===== config.mk =====
export PLATFORM = sky130hd
export DESIGN_NAME = ps2_mouse_init
export DESIGN_NICKNAME = d
export VERILOG_FILES = /design/src/rtl/ps2_pkg.sv /design/src/rtl/ps2_ms_timer.sv /design/src/rtl/ps2_mouse_init.sv
export SDC_FILE = /design/constraint.sdc
export NUM_CORES = 1
export LEC_CHECK = 0
export CORE_ASPECT_RATIO = 1.4
export CORE_MARGIN = 10
export CORE_UTILIZATION = 50
export CTS_BUF_LIST = sky130_fd_sc_hd__clkbuf_4 sky130_fd_sc_hd__clkbuf_8
export CTS_CLUSTER_SIZE = 20
export DETAILED_ROUTE_END_ITERATION = 6
export PLACE_DENSITY = 0.75
export RECOVER_POWER = 25
export SLEW_MARGIN = 10
export SYNTH_ARGS = -nofsm -noshare
export SYNTH_HDL_FRONTEND = slang
export SYNTH_SLANG_ARGS = --single-unit

===== constraint.sdc =====
create_clock -name clk -period 6.7 [get_ports clk]
set_input_delay 0.67 -clock clk [delete_from_list [all_inputs] [get_ports clk]]
set_output_delay 0.67 -clock clk [all_outputs]
set_load 0.005 [all_outputs]

===== src/rtl/ps2_pkg.sv =====
// Shared PS/2 mouse definitions: command/response bytes, sequencer state codes
// and the timer width helper used by the init sequencer and its timer.
package ps2_pkg;

    localparam logic [7:0] CMD_RESET    = 8'hFF;
    localparam logic [7:0] CMD_SET_RATE = 8'hF3;
    localparam logic [7:0] CMD_ENABLE   = 8'hF4;
    localparam logic [7:0] RSP_ACK      = 8'hFA;
    localparam logic [7:0] RSP_RESEND   = 8'hFE;
    localparam logic [7:0] RSP_ERR      = 8'hFC;
    localparam logic [7:0] RSP_BAT_OK   = 8'hAA;
    localparam logic [7:0] RSP_ID       = 8'h00;

    typedef enum logic [2:0] {
        ST_IDLE     = 3'd0,
        ST_SEND     = 3'd1,
        ST_WAIT_TX  = 3'd2,
        ST_WAIT_RSP = 3'd3,
        ST_STREAM   = 3'd4,
        ST_FAIL     = 3'd5
    } ps2_state_e;

    // Bits needed to hold the longest millisecond window in clock cycles.
    function automatic int timer_width(input int clk_hz, input int max_ms);
        return $clog2(clk_hz / 1000 * max_ms + 1);
    endfunction

endpackage


===== src/rtl/ps2_ms_timer.sv =====
// Loadable down-counter sized from the clock rate and the longest window;
// expired is high while the count sits at zero.
module ps2_ms_timer
    import ps2_pkg::*;
#(
    parameter int  CLK_HZ = 100_000_000,
    parameter int  MAX_MS = 750,
    localparam int W      = timer_width(CLK_HZ, MAX_MS)
) (
    input  logic         clk,
    input  logic         reset,
    input  logic         load,
    input  logic [W-1:0] load_val,
    output logic         expired
);

    logic [W-1:0] count_r;

    // Count register: load wins, otherwise count down and stop at zero.
    always_ff @(posedge clk or negedge reset) begin
        if (!reset) begin
            count_r <= {W{1'b0}};
        end else if (load) begin
            count_r <= load_val;
        end else if (count_r != {W{1'b0}}) begin
            count_r <= count_r - {{(W-1){1'b0}}, 1'b1};
        end else begin
            count_r <= count_r;
        end
    end

    assign expired = (count_r == {W{1'b0}});

endmodule


===== src/rtl/ps2_mouse_init.sv =====
// PS/2 mouse power-up/recovery sequencer: walks the init command script,
// checks device replies, retries on failure and gates streaming data.
module ps2_mouse_init
    import ps2_pkg::*;
#(
    parameter int         CLK_HZ         = 100_000_000,
    parameter int         PWRUP_MS       = 600,
    parameter int         TIMEOUT_MS     = 25,
    parameter int         BAT_TIMEOUT_MS = 750,
    parameter int         MAX_RETRY      = 3,
    parameter logic [7:0] SAMPLE_RATE    = 8'd100
) (
    input  logic       clk,
    input  logic       reset,
    input  logic       restart,
    output logic       tx_start,
    output logic [7:0] tx_data,
    input  logic       tx_done,
    input  logic       rx_done,
    input  logic [7:0] rx_data,
    output logic       stream_en,
    output logic       init_done,
    output logic       init_error,
    output logic [1:0] retry_cnt,
    output logic [2:0] led_state
);

    localparam int              TW          = timer_width(CLK_HZ, BAT_TIMEOUT_MS);
    localparam logic [TW-1:0]   PWRUP_CYC   = TW'(CLK_HZ / 1000 * PWRUP_MS);
    localparam logic [TW-1:0]   TIMEOUT_CYC = TW'(CLK_HZ / 1000 * TIMEOUT_MS);
    localparam logic [TW-1:0]   BAT_CYC     = TW'(CLK_HZ / 1000 * BAT_TIMEOUT_MS);
    localparam logic [1:0]      MAX_RETRY_C = 2'(MAX_RETRY);

    ps2_state_e    state_r, state_next;
    logic [2:0]    step_r, step_next;
    logic [1:0]    idx_r, idx_next;
    logic [1:0]    resend_r, resend_next;
    logic [1:0]    retry_r, retry_next;
    logic          hp_r, hp_next;
    logic          armed_r;
    logic          fail_s, load_s, expired_s;
    logic [TW-1:0] load_val_s;
    logic [7:0]    cmd_s, exp_s;
    logic [1:0]    rsp_len_s;
    logic          tx_start_r, stream_r, done_r, err_r;
    logic [7:0]    tx_data_r;
    logic [2:0]    led_r;

    ps2_ms_timer #(
        .CLK_HZ (CLK_HZ),
        .MAX_MS (BAT_TIMEOUT_MS)
    ) u_timer (
        .clk      (clk),
        .reset    (reset),
        .load     (load_s),
        .load_val (load_val_s),
        .expired  (expired_s)
    );

    // Script ROM: command byte and reply count per step.
    always_comb begin
        case (step_r)
            3'd0:    begin cmd_s = CMD_RESET;    rsp_len_s = 2'd3; end
            3'd1:    begin cmd_s = CMD_SET_RATE; rsp_len_s = 2'd1; end
            3'd2:    begin cmd_s = SAMPLE_RATE;  rsp_len_s = 2'd1; end
            3'd3:    begin cmd_s = CMD_ENABLE;   rsp_len_s = 2'd1; end
            default: begin cmd_s = 8'h00;        rsp_len_s = 2'd0; end
        endcase
    end

    // Expected reply ROM: only the reset step has more than an ACK.
    always_comb begin
        case ({step_r, idx_r})
            5'b000_00: exp_s = RSP_ACK;
            5'b000_01: exp_s = RSP_BAT_OK;
            5'b000_10: exp_s = RSP_ID;
            default:   exp_s = RSP_ACK;
        endcase
    end

    // Next-state logic; failure and restart overrides are applied last.
    always_comb begin
        state_next  = state_r;
        step_next   = step_r;
        idx_next    = idx_r;
        resend_next = resend_r;
        retry_next  = retry_r;
        hp_next     = 1'b0;
        fail_s      = 1'b0;
        load_s      = 1'b0;
        case (state_r)
            ST_IDLE: begin
                if (!armed_r) begin
                    load_s = 1'b1;
                end else if (expired_s) begin
                    state_next = ST_SEND;
                end else begin
                    state_next = ST_IDLE;
                end
            end
            ST_SEND: state_next = ST_WAIT_TX;
            ST_WAIT_TX: begin
                if (tx_done) begin
                    state_next = ST_WAIT_RSP;
                end else if (expired_s) begin
                    fail_s = 1'b1;
                end else begin
                    state_next = ST_WAIT_TX;
                end
            end
            ST_WAIT_RSP: begin
                // A byte arriving on the expiry cycle is still honoured.
                if (rx_done) begin
                    if (rx_data == exp_s) begin
                        if ((idx_r + 2'd1) == rsp_len_s) begin
                            idx_next    = 2'd0;
                            resend_next = 2'd0;
                            step_next   = step_r + 3'd1;
                            state_next  = (step_r == 3'd3) ? ST_STREAM : ST_SEND;
                        end else begin
                            idx_next = idx_r + 2'd1;
                        end
                    end else if (rx_data == RSP_RESEND) begin
                        if (resend_r == 2'd2) begin
                            fail_s = 1'b1;
                        end else begin
                            resend_next = resend_r + 2'd1;
                            idx_next    = 2'd0;
                            state_next  = ST_SEND;
                        end
                    end else begin
                        fail_s = 1'b1;
                    end
                end else if (expired_s) begin
                    fail_s = 1'b1;
                end else begin
                    state_next = ST_WAIT_RSP;
                end
            end
            ST_STREAM: begin
                // AA then 00 back to back means the mouse was replugged.
                if (rx_done) begin
                    if (hp_r && (rx_data == RSP_ID)) begin
                        retry_next = 2'd0;
                        step_next  = 3'd0;
                        idx_next   = 2'd0;
                        state_next = ST_SEND;
                    end else begin
                        hp_next = (rx_data == RSP_BAT_OK);
                    end
                end else begin
                    hp_next = hp_r;
                end
            end
            ST_FAIL: state_next = ST_FAIL;
            default: state_next = ST_IDLE;
        endcase

        if (fail_s) begin
            step_next   = 3'd0;
            idx_next    = 2'd0;
            resend_next = 2'd0;
            if (retry_r < MAX_RETRY_C) begin
                retry_next = retry_r + 2'd1;
                state_next = ST_SEND;
            end else begin
                state_next = ST_FAIL;
            end
        end else begin
            retry_next = retry_next;
        end

        if (restart) begin
            retry_next  = 2'd0;
            step_next   = 3'd0;
            idx_next    = 2'd0;
            resend_next = 2'd0;
            hp_next     = 1'b0;
            state_next  = ST_SEND;
        end else begin
            hp_next = hp_next;
        end

        // Reload on every state entry and on each accepted reply byte.
        if ((state_next != state_r) || (idx_next != idx_r)) begin
            load_s = 1'b1;
        end else begin
            load_s = load_s;
        end
    end

    // Window selection: the BAT result (0xAA) wait gets the long window.
    always_comb begin
        if (state_next == ST_IDLE) begin
            load_val_s = PWRUP_CYC;
        end else if ((state_next == ST_WAIT_RSP) && (step_next == 3'd0) && (idx_next == 2'd1)) begin
            load_val_s = BAT_CYC;
        end else begin
            load_val_s = TIMEOUT_CYC;
        end
    end

    // Sequencer state and registered outputs; status decodes track next state.
    always_ff @(posedge clk or negedge reset) begin
        if (!reset) begin
            state_r    <= ST_IDLE;
            step_r     <= 3'd0;
            idx_r      <= 2'd0;
            resend_r   <= 2'd0;
            retry_r    <= 2'd0;
            hp_r       <= 1'b0;
            armed_r    <= 1'b0;
            tx_start_r <= 1'b0;
            tx_data_r  <= 8'h00;
            stream_r   <= 1'b0;
            done_r     <= 1'b0;
            err_r      <= 1'b0;
            led_r      <= 3'd0;
        end else begin
            state_r    <= state_next;
            step_r     <= step_next;
            idx_r      <= idx_next;
            resend_r   <= resend_next;
            retry_r    <= retry_next;
            hp_r       <= hp_next;
            armed_r    <= 1'b1;
            tx_start_r <= (state_r == ST_SEND);
            tx_data_r  <= (state_r == ST_SEND) ? cmd_s : tx_data_r;
            stream_r   <= (state_next == ST_STREAM);
            done_r     <= (state_next == ST_STREAM);
            err_r      <= (state_next == ST_FAIL);
            led_r      <= state_next;
        end
    end

    // restart must close the gate in the very cycle it is seen.
    assign stream_en  = stream_r & ~restart;
    assign tx_start   = tx_start_r;
    assign tx_data    = tx_data_r;
    assign init_done  = done_r;
    assign init_error = err_r;
    assign retry_cnt  = retry_r;
    assign led_state  = led_r;

endmodule


Yosys cells after proc, flatten, opt, wreduce, memory -nomap -nowiden
Cells that the tools add are included.
{"block": "totals", "reg_bits": 52}
{"block": "classes", "add_sub_neg": 5, "n_lt_le_gt_ge": 1, "n_eq_ne": 24, "mux": 70, "bitwise": 2, "reduce_logical": 17}
{"op": "$mux 27", "n": 4}
{"op": "$mux 3", "n": 22}
{"op": "$mux 2", "n": 23}
{"op": "$pmux 8 s4", "n": 1}
{"op": "$logic_not 27->1", "n": 1}
{"op": "$reduce_bool 27->1", "n": 1}
{"op": "$sub 27x1->27 const B", "n": 1}
{"op": "$pmux 3 s6", "n": 1}
{"op": "$eq 8x8->1 const B", "n": 2}
{"op": "$pmux 8 s2", "n": 1}
{"op": "$eq 3x2->1 const B", "n": 5}
{"op": "$mux 1", "n": 14}
{"op": "$eq 3x3->1 const B", "n": 4}
{"op": "$logic_not 3->1", "n": 4}
{"op": "$eq 8x8->1", "n": 1}
{"op": "$logic_not 8->1", "n": 1}
{"op": "$pmux 2 s2", "n": 2}
{"op": "$add 2x1->2 const B", "n": 3}
{"op": "$eq 3x1->1 const B", "n": 2}
{"op": "$pmux 3 s2", "n": 1}
{"op": "$reduce_bool 3->1", "n": 2}
{"op": "$eq 5x1->1 const B", "n": 1}
{"op": "$eq 5x2->1 const B", "n": 1}
{"op": "$reduce_and 5->1", "n": 1}
{"op": "18 further kinds", "n": 20}

Depth between registers and ports, before layout
Gate-level depths: netlist of the first run.
{"block": "depth", "depth_word": 16, "ltp_mapped": 12, "mapped_depth_nobuf": 11}

Hierarchy
A second synthesis of the first run with hierarchy kept.
{"block": "hier_totals", "hier_cells": 365, "area_unflattened_um2": 3266.9}
{"module": "ps2_ms_timer", "instances": 1, "cells_each": 170, "area_per_inst_um2": 1635.3, "seq_area_each_um2": 675.6}
{"module": "ps2_mouse_init", "instances": 1, "cells_each": 195, "area_per_inst_um2": 1631.6, "seq_area_each_um2": 550.5}

Worst setup path before layout of the first run
Ideal clock, no wire load.
{"block": "synth_path", "kind": "input-to-reg", "from": "input port rx_data[1]", "to": "register u_timer.count_r[20]", "setup_time_ps": 124, "arrival_ps": 2753, "required_time_ps": 6576, "slack_ps": 3823, "stages": 9, "cell_sequence": "or4_4 > mux2i_1 > o21a_2 > o211ai_2 > buf_2 > o41ai_2 > a211o_4 > nor2_4 > o31a_1"}
{"block": "synth_via", "elab_chain_cells": 13, "word_cells_on_any_way": 45}
{"element": "start, declared", "line": "ps2_mouse_init.sv:20", "source": "input logic [7:0] rx_data,"}
{"element": "$eq 8x8->1 or $logic_not 8->1 (tied branches)", "line": "ps2_mouse_init.sv:123, ps2_mouse_init.sv:143"}
{"element": "$mux 3, or another cell as far along", "line": "ps2_mouse_init.sv:123", "source": "end else if (rx_data == RSP_RESEND) begin"}
{"element": "$mux 3, or another cell as far along", "line": "ps2_mouse_init.sv:114", "source": "if (rx_data == exp_s) begin"}
{"element": "$mux 3, or another cell as far along", "line": "ps2_mouse_init.sv:113", "source": "if (rx_done) begin"}
{"element": "$pmux 3 s6, or another cell as far along", "line": "ps2_mouse_init.sv:91", "source": "case (state_r)"}
{"element": "$mux 3", "line": "ps2_mouse_init.sv:159", "source": "if (fail_s) begin"}
{"element": "$mux 3", "line": "ps2_mouse_init.sv:173", "source": "if (restart) begin"}
{"element": "$eq 3x2->1 or $logic_not 3->1 (tied branches)", "line": "ps2_mouse_init.sv:196", "source": "end else if ((state_next == ST_WAIT_RSP) && (step_next == 3'd0) && (idx_next == 2'd1)) begin"}
{"element": "$logic_and 1x1->1 (2 in series)", "line": "ps2_mouse_init.sv:196"}
{"element": "$mux 27", "line": "ps2_mouse_init.sv:196"}
{"element": "$mux 27", "line": "ps2_mouse_init.sv:194", "source": "if (state_next == ST_IDLE) begin"}
{"element": "$mux 27", "line": "ps2_ms_timer.sv:23", "source": "end else if (load) begin"}
{"element": "end signal, assigned", "line": "ps2_ms_timer.sv:22", "source": "count_r <= {W{1'b0}};"}
{"element": "end signal, assigned", "line": "ps2_ms_timer.sv:24", "source": "count_r <= load_val;"}
{"element": "end signal, assigned", "line": "ps2_ms_timer.sv:26", "source": "count_r <= count_r - {{(W-1){1'b0}}, 1'b1};"}
{"element": "end, declared", "line": "ps2_ms_timer.sv:17", "source": "logic [W-1:0] count_r;"}
Parallel ways exist; a longest one is shown, timed or not.
A chain may end at the register's enable or synchronous reset.

Worst setup path in the final report of the first run
{"block": "layout_path", "from": "register step_r[1]", "to": "register u_timer.count_r[14]"}
{"block": "layout_via", "elab_chain_cells": 16, "word_cells_on_any_way": 50}
{"element": "start, declared", "line": "ps2_mouse_init.sv:35", "source": "logic [2:0] step_r, step_next;"}
{"element": "start signal, assigned", "line": "ps2_mouse_init.sv:221", "source": "step_r <= step_next;"}
{"element": "$eq 3x2->1, or another cell as far along", "line": "ps2_mouse_init.sv:62, ps2_mouse_init.sv:119"}
{"element": "$reduce_or 3->1 (no source line)"}
{"element": "$pmux 2 s2", "line": "ps2_mouse_init.sv:62", "source": "case (step_r)"}
{"element": "$eq 2x2->1", "line": "ps2_mouse_init.sv:115", "source": "if ((idx_r + 2'd1) == rsp_len_s) begin"}
{"element": "$mux 3", "line": "ps2_mouse_init.sv:115"}
{"element": "$mux 3", "line": "ps2_mouse_init.sv:114"}
{"element": "$mux 3", "line": "ps2_mouse_init.sv:113"}
{"element": "$pmux 3 s6 or $pmux 3 s2 (tied branches)", "line": "ps2_mouse_init.sv:91"}
{"element": "$mux 3", "line": "ps2_mouse_init.sv:159"}
{"element": "$mux 3", "line": "ps2_mouse_init.sv:173"}
{"element": "$eq 3x2->1 or $logic_not 3->1 (tied branches)", "line": "ps2_mouse_init.sv:196"}
{"element": "$logic_and 1x1->1 (2 in series)", "line": "ps2_mouse_init.sv:196"}
{"element": "$mux 27", "line": "ps2_mouse_init.sv:196"}
{"element": "$mux 27", "line": "ps2_mouse_init.sv:194"}
{"element": "$mux 27", "line": "ps2_ms_timer.sv:23"}
Parallel ways exist; a longest one is shown, timed or not.

==> results.md, run 1 <==
* Kind of critical path: register to register
* Largest net degree at the start of global routing at 50
* Top post-synthesis cells by area: dfrtp_1 (38%), nor2_1 (4.3%), xnor2_1 (3.5%), xor2_1 (3.5%), ha_1 (3.5%)
* Root Buffer Master: clkbuf_8
* Vias in the first global route at roughly 2700
* Post-synth EDFFs at 0
* Min Tclk post-route at roughly 3600 ps
* Placer Congestion at around 1
* Crit Path Max Fanout at 19
* # fillers at roughly 570
* Fin Hold WS at roughly 490 ps
* Initial Util at 0.5192
* Synth Area in Compound Gates at 0.1877
* Sink of the worst hold path: tx_data[2]$_DFFE_PN0P_
* Status: complete, but fails checks
* CP arrival at 3780 ps
* WL final at around 8000 µm
* Mux share of post-synthesis cell area at 0.006166
* Critical Path RT at around 6900 ps
* CTS tree: built
* Slew @ Worst Pin at ~2700 ps
* Hold WC Path Type: register to register
* #FFs+latches synth at between 40 and 50
* Detailed placement HPWL at 5961 µm
* CP Launch Type: register
* Max-slew violation count at 50
* CP max stage cell: o21ai_1
* RR Startpoint: step_r[1]$_DFF_PN0_
* Post-Synth Adder-Cell Area at 0.03468
* Chip Height at 115.3 µm
* Nets@finish at just under 400
* Family with the most delay on the worst path: compound AO/OA/AOI/OAI gates
* TNS Setup at 0 ps
* CP most frequent cell: o21ai_0
* Async SR Flop Fraction at 1.000
* Hold Vio Cnt, Final at 0
* Grt ovf at 0
* Reg2reg end: u_timer.count_r[14]$_DFFE_PN0P_
* Number of endpoints failing setup at the final stage at 0
* Skew-Pair Late Insertion Delay at approximately 300 ps
* LEAKAGE at between 1 and 1.5 nW
* Drt pass-1 iters at 4
* Highest Clock Rate at around 0.28 GHz
* IO Pins at 30
* Core area at ~6300 µm²
* Top cell type's share of synthesized area at 0.3776
* Critical Path, Cell by Cell: inv_1 -> ha_1 -> nand2b_1 -> o2111a_1 -> o21ai_1 -> o21ai_0 -> or3_4 -> o221ai_2 -> nand3_2 -> o21ai_0
* Max-cap violations at 1
* Initial antenna violation count at 0
* First-pass GRT wire length at approximately 13000 µm
* Core Util, Final at 0.5802
* Synth cell types at approximately 80
* 1st-iter DRT viols at roughly 210
* DRC at 0
* Maximum vdd drop at ~0.16 mV
* Fraction of layout cells with a size suffix above 1 at 0.1078
* Hold depth at 2
* Wire per inst at between 15 and 20 µm
* Post-DRT Antenna Nets at 0
* Power Density at around 270 nW/µm²
* CP Buf/Inv Count at 1
* IO Port Bufs at 29
* Setup crit end kind: register
* CP peak stage delay at 740 ps
* DIE AREA at 10160 µm²
* Seq/Total Area, Yosys at 0.3776
* Failing checks: max-capacitance violations, max-slew violations
* Post-Syn Area per Cell at around 9.3 µm²
* GRT Resource Usage Total at 0.1618
* Worst reg2reg setup slack at approximately 3100 ps
* Area grow syn2layout at 11.75%
* Skew final at between 10 and 15 ps
* Synth Cell Area at approximately 3200 µm²
* Post-Synth XOR/XNOR Area at 0.07013
* TritonCTS Buffers at 5
* Clock Sink Count at 49
* Post_cts resized at 0
* Post-Syn Instances at around 350
* Row count at 34
* Final period util at 0.5325
* Synth area leader: dfrtp_1
* R2R depth at 10
* Hold Crit Start: tx_data[2]$_DFFE_PN0P_
* Syn. warnings at 0
* CTS hold repair buffers at 0
* Vias per Instance at between 6 and 7
* Largest family of logic cells by synthesized area: simple AND/OR/NAND/NOR gates
* Clock tree buffer depth at 2
* Synth Area in Simple Gates at 0.2786
* RSZ-0062 raised after global routing: no
* Top FF cell, synth: dfrtp_1
* Dpl cells at roughly 440
* Clock Pin Slew Worst Setup and Hold Paths at 100 ps
* Relative slew slack at -0.7670
* Post-synth net total at about 370
* H-tree depth at 2
* Final non-filler cell total at 443
* CP Depth at 10
* Setup Buffers After CTS at 0
* Diodes inserted at 0
* Via count at between 2000 and 3000
* Chip Width at just under 90 µm
==> layout by cell type (no fill, tap or decap), types with 6 or more instances in the layout <==
master,instances
nand4_1,7
nor2_1,37
nand2b_1,8
nand2_1,29
nand3_1,8
o21ai_0,18
o22ai_1,6
inv_1,15
dfrtp_1,49
nor3_1,15
clkdlybuf4s50_1,28
nor4_1,9
ha_1,9
xnor2_1,13
xor2_1,13
==> cells by family (layout without fill, tap and decap cells) <==
group / Yosys count / after routing
AOI/OAI and AO/OA: 74 / 74
xor gates and xnor gates: 26 / 26
adders and majority gates: 9 / 9
buffers and inverters: 31 / 53
DFF: 49 / 49
muxes: 2 / 2
other: 1 / 1
and+or+nand+nor: 157 / 157
==> layer usage <==
| metal | vias up | global-route usage | wire length, µm |
|---|---|---|---|
| li1 | 1315 | - | - |
| met1 | 1310 | 0.1898 | 3260 |
| met2 | 63 | 0.2831 | 4094 |
| met3 | 12 | 0.02406 | 309 |
| met4 | 0 | 0.06925 | 189 |
| met5 | - | 0 | 0 |
==> worst register-to-register path, delay by kind of cell, from the launching register on <==
kind                     cells  cell delay (ps)
buffers and inverters        1              130
adder cells (fa/ha/maj)      1              230
flip-flops                   1              440
AO/OA/AOI/OAI                5             1800
AND/OR/NAND/NOR              3              890
==> power by group <==
part           internal [mW]  switching, mW  total, mW
Combinational          0.180          0.199      0.380
Clock                 0.0787          0.103      0.182
Sequential             0.358         0.0686      0.426
Total                  0.617          0.371      0.987
==> worst max path at each step <==
| stage | start | to | slack (ps) |
|---|---|---|---|
| floorplan | rx_data[1] | u_timer.count_r[20]$_DFFE_PN0P_ | 3820 |
| global placement | rx_data[1] | u_timer.count_r[9]$_DFFE_PN0P_ | 2930 |
| detailed placement | rx_data[2] | u_timer.count_r[23]$_DFFE_PN0P_ | 2830 |
| CTS | step_r[1]$_DFF_PN0_ | u_timer.count_r[23]$_DFFE_PN0P_ | 3130 |
| global route | step_r[1]$_DFF_PN0_ | u_timer.count_r[14]$_DFFE_PN0P_ | 2740 |
| finish | step_r[1]$_DFF_PN0_ | u_timer.count_r[14]$_DFFE_PN0P_ | 3130 |
==> registers in the layout, indices dropped and copies added, names as in the netlist <==
signal,flops
tx_start,1
idx_r,2
hp_r,1
init_error,1
init_done,1
resend_r,2
armed_r,1
retry_cnt,2
tx_data,5
u_timer.count_r,27
step_r,3
led_state,3
==> final cells by class <==
type,count,area [µm²],area share
Timing Repair Buffer,29,284.0,0.07828
Inverter,16,60.06,0.01655
Clock inverter,2,13.76,0.003793
Sequential cell,49,1226,0.3379
Clock buffer,6,76.32,0.02103
Tap cell,72,90.09,0.02483
Multi-Input combinational cell,269,1878,0.5176
==> Yosys cell counts (all sizes together) (8+ instances only) <==
cell type / number
nand2b: 8
nor4: 10
nand3: 10
nor2: 40
nor3: 17
o21ai: 24
buf: 11
nand2: 29
xor2: 13
dfrtp: 49
inv: 16
xnor2: 13
ha: 9
==> per-stage QoR <==
step	power [mW]	instance area [µm²]	worst slack (ps)
global placement	0.8028	3540	2926
floorplan	0.6957	3247	3823
global route	1.061	3628	2744
finish	0.9873	3628	3132
detailed placement	0.8123	3540	2835
CTS	0.9968	3630	3128
Power figures use the tool's default switching activity.
==> run 2: changes to the inputs <==
--- a/config.mk
+++ b/config.mk
@@ -11,7 +11,7 @@
 export CTS_BUF_LIST = sky130_fd_sc_hd__clkbuf_4 sky130_fd_sc_hd__clkbuf_8
 export CTS_CLUSTER_SIZE = 20
 export DETAILED_ROUTE_END_ITERATION = 6
-export PLACE_DENSITY = 0.75
+export PLACE_DENSITY = 0.78
 export RECOVER_POWER = 25
 export SLEW_MARGIN = 10
 export SYNTH_ARGS = -nofsm -noshare
==> constraint.sdc (replaced) <==
create_clock -name clk -period 3.1 [get_ports clk]
set_input_delay 0.31 -clock clk [delete_from_list [all_inputs] [get_ports clk]]
set_output_delay 0.31 -clock clk [all_outputs]
set_load 0.005 [all_outputs]
==> run 2 against run 1 <==
The run still ends with max-capacitance violations, max-slew violations left. Routed wire length grew 7.6%. Non-clock buffer count grew 39. Clock power grew 120%. Setup slack lost 3000 ps. Utilization grew 5.3 points. First-iteration DRC count shrank 12%. Flip-flop and latch count is the same. Clock skew is essentially flat.
==> results.md, run 2 (synthesis gave the netlist of run 1 again) <==
* Status: complete, but fails checks
* Failing checks: max-capacitance violations, max-slew violations
* Most frequent cells in the layout: dfrtp_1 (49), buf_4 (38), nor2_1 (37)
* Switching portion of total power at 0.3783
* Drt pass-1 iters at 5
* Clock power share at 0.177
* Clock tree buffer depth at 2
* CTS hold repair buffers at 0
* Hold WC Path Type: input port to asynchronous set/reset pin
* IO Port Bufs at 29
* Reg with most FFs: u_timer.count_r
* WL final at about 8400 µm
* CTS tree: built
* Max reg flops at 27
* GRT Resource Usage Total at 0.1689
* Power Density at 571.4 nW/µm²
* NetSw at 0.8560 mW
* Setup crit end kind: register
* Initial antenna violation count at 0
* Initial Util at 0.5192
* Row count at 34
* Clock Pin Slew Worst Setup and Hold Paths at roughly 100 ps
* Seq pwr share at 0.411
* Crit Path Max Fanout at 7
* Core area at around 6300 µm²
* RR Startpoint: idx_r[1]$_DFF_PN0_
* Setup Buffers After CTS at 0
* Worst slack at placement at -52.68 ps
* CP max stage cell: or4_1
* Critical Path RT at roughly 3300 ps
* DRC at 0
* Worst setup margin at approximately 87 ps
* Post-DRT Antenna Nets at 0
* 1st-iter DRT viols at about 180
* Worst reg2reg setup slack at a little under 90 ps
* TritonCTS Buffers at 5
* CP Launch Type: register
* Wire per inst at 17.53 µm
* R2R depth at 11
* Area grow syn2layout at 21.97%
* Number of endpoints failing setup at the final stage at 0
* LEAKAGE at about 1.6 nW
* Register area at 1226 µm²
* Max-cap violations at 1
* Chip Height at 115.3 µm
* Most common cell after layout, fill and taps aside: dfrtp_1
* Fraction of layout cells with a size suffix above 1 at 0.2073
* Largest net degree at the start of global routing at 32
* Post_cts resized at 0
* Clock Sink Count at slightly below 50
* Vias per Instance at 6.139
* Logic pwr share at 0.412
* Hold Vio Cnt, Final at 0
* Min Tclk post-route at 3013 ps
* First-pass GRT wire length at ~14000 µm
* Slew @ Worst Pin at approximately 1800 ps
* Skew final at approximately 12 ps
* Max-slew violation count at 32
* IO Pins at 30
* Internal power at 1.407 mW
* Root Buffer Master: clkbuf_8
* Multi-input logic area at 1904 µm²
* Final Total Pwr at ~2.3 mW
* Chip Width at about 90 µm
* Relative slew slack at -0.2179
* H-tree depth at 2
* Reg2reg end: u_timer.count_r[10]$_DFFE_PN0P_
* Final period util at 0.9719
* # fillers at between 500 and 600
* Placer Congestion at 1.018
* Diodes inserted at 0
* Via count at 2959
* Kind of critical path: register to register
* Grt ovf at 0
* Fin Hold WS at ~480 ps
* Skew-Pair Late Insertion Delay at slightly above 300 ps
* Highest Clock Rate at ~0.33 GHz
* DIE AREA at 10160 µm²
* Maximum vdd drop at roughly 0.36 mV
* Nets@finish at 431
* CP peak stage delay at approximately 550 ps
* Critical Path, Cell by Cell: inv_1 -> ha_1 -> and4bb_1 -> mux2i_1 -> o21a_2 -> buf_4 -> or4_1 -> a21oi_2 -> and4_1 -> o2111ai_4 -> a21boi_1
* RSZ-0062 raised after global routing: yes
* TNS Setup at 0 ps
* CP arrival at roughly 3200 ps
* Detailed placement HPWL at 6520 µm
* Vias in the first global route at ~3000
==> run 2: layer usage <==
layer	vias up	part of all wire	GRT usage
li1	1387	-	-
met1	1428	0.37	0.1745
met2	107	0.51	0.2977
met3	37	0.063	0.03751
met4	0	0.055	0.1070
met5	-	0	0
==> run 2: power by group through the flow <==
stage	registers, mW	logic, mW	clock network (mW)
after global placement	0.929	0.888	0
after CTS	0.923	0.923	0.411
after detailed placement	0.935	0.916	0
after floorplan	0.895	0.609	0
final	0.931	0.932	0.400
after global routing	0.954	1.02	0.428
==> run 2: worst max-delay path by stage <==
stage | from | endpoint | slack (ps)
after detailed placement | rx_data[0] | u_timer.count_r[5]$_DFFE_PN0P_ | -50
final | idx_r[1]$_DFF_PN0_ | u_timer.count_r[10]$_DFFE_PN0P_ | 90
after CTS | u_timer.count_r[19]$_DFFE_PN0P_ | u_timer.count_r[1]$_DFFE_PN0P_ | 90
after global placement | rx_data[1] | u_timer.count_r[10]$_DFFE_PN0P_ | -30
after global routing | step_r[0]$_DFF_PN0_ | u_timer.count_r[10]$_DFFE_PN0P_ | -10
after floorplan | idx_r[0]$_DFF_PN0_ | u_timer.count_r[10]$_DFFE_PN0P_ | 390
==> run 2: through the flow <==
stage | instances | instance area (µm²) | utilization
2_1_floorplan | 349 | 3247 | -
3_3_place_gp | 474 | 3845 | 0.6148
3_5_place_dp | 474 | 3845 | 0.6148
4_1_cts | 482 | 3935 | 0.6293
5_1_grt | 482 | 3960 | 0.6333
6_report | 482 | 3960 | 0.6333
==> run 2: area by class of cell <==
class	instances	area share
tap	72	0.02275
sequential	49	0.3096
clock buffer	6	0.01927
multi-input combinational	269	0.4809
timing repair buffer	68	0.1488
clock inverter	2	0.003476
inverter	16	0.01517
==> run 2: worst max-delay path, delay by kind of cell (launching register included) <==
family,cells,cell delay (ps)
simple gates,3,1110
compound gates,4,750
flops,1,460
buf+inv,2,270
fa+ha+maj,1,200
mux,1,100
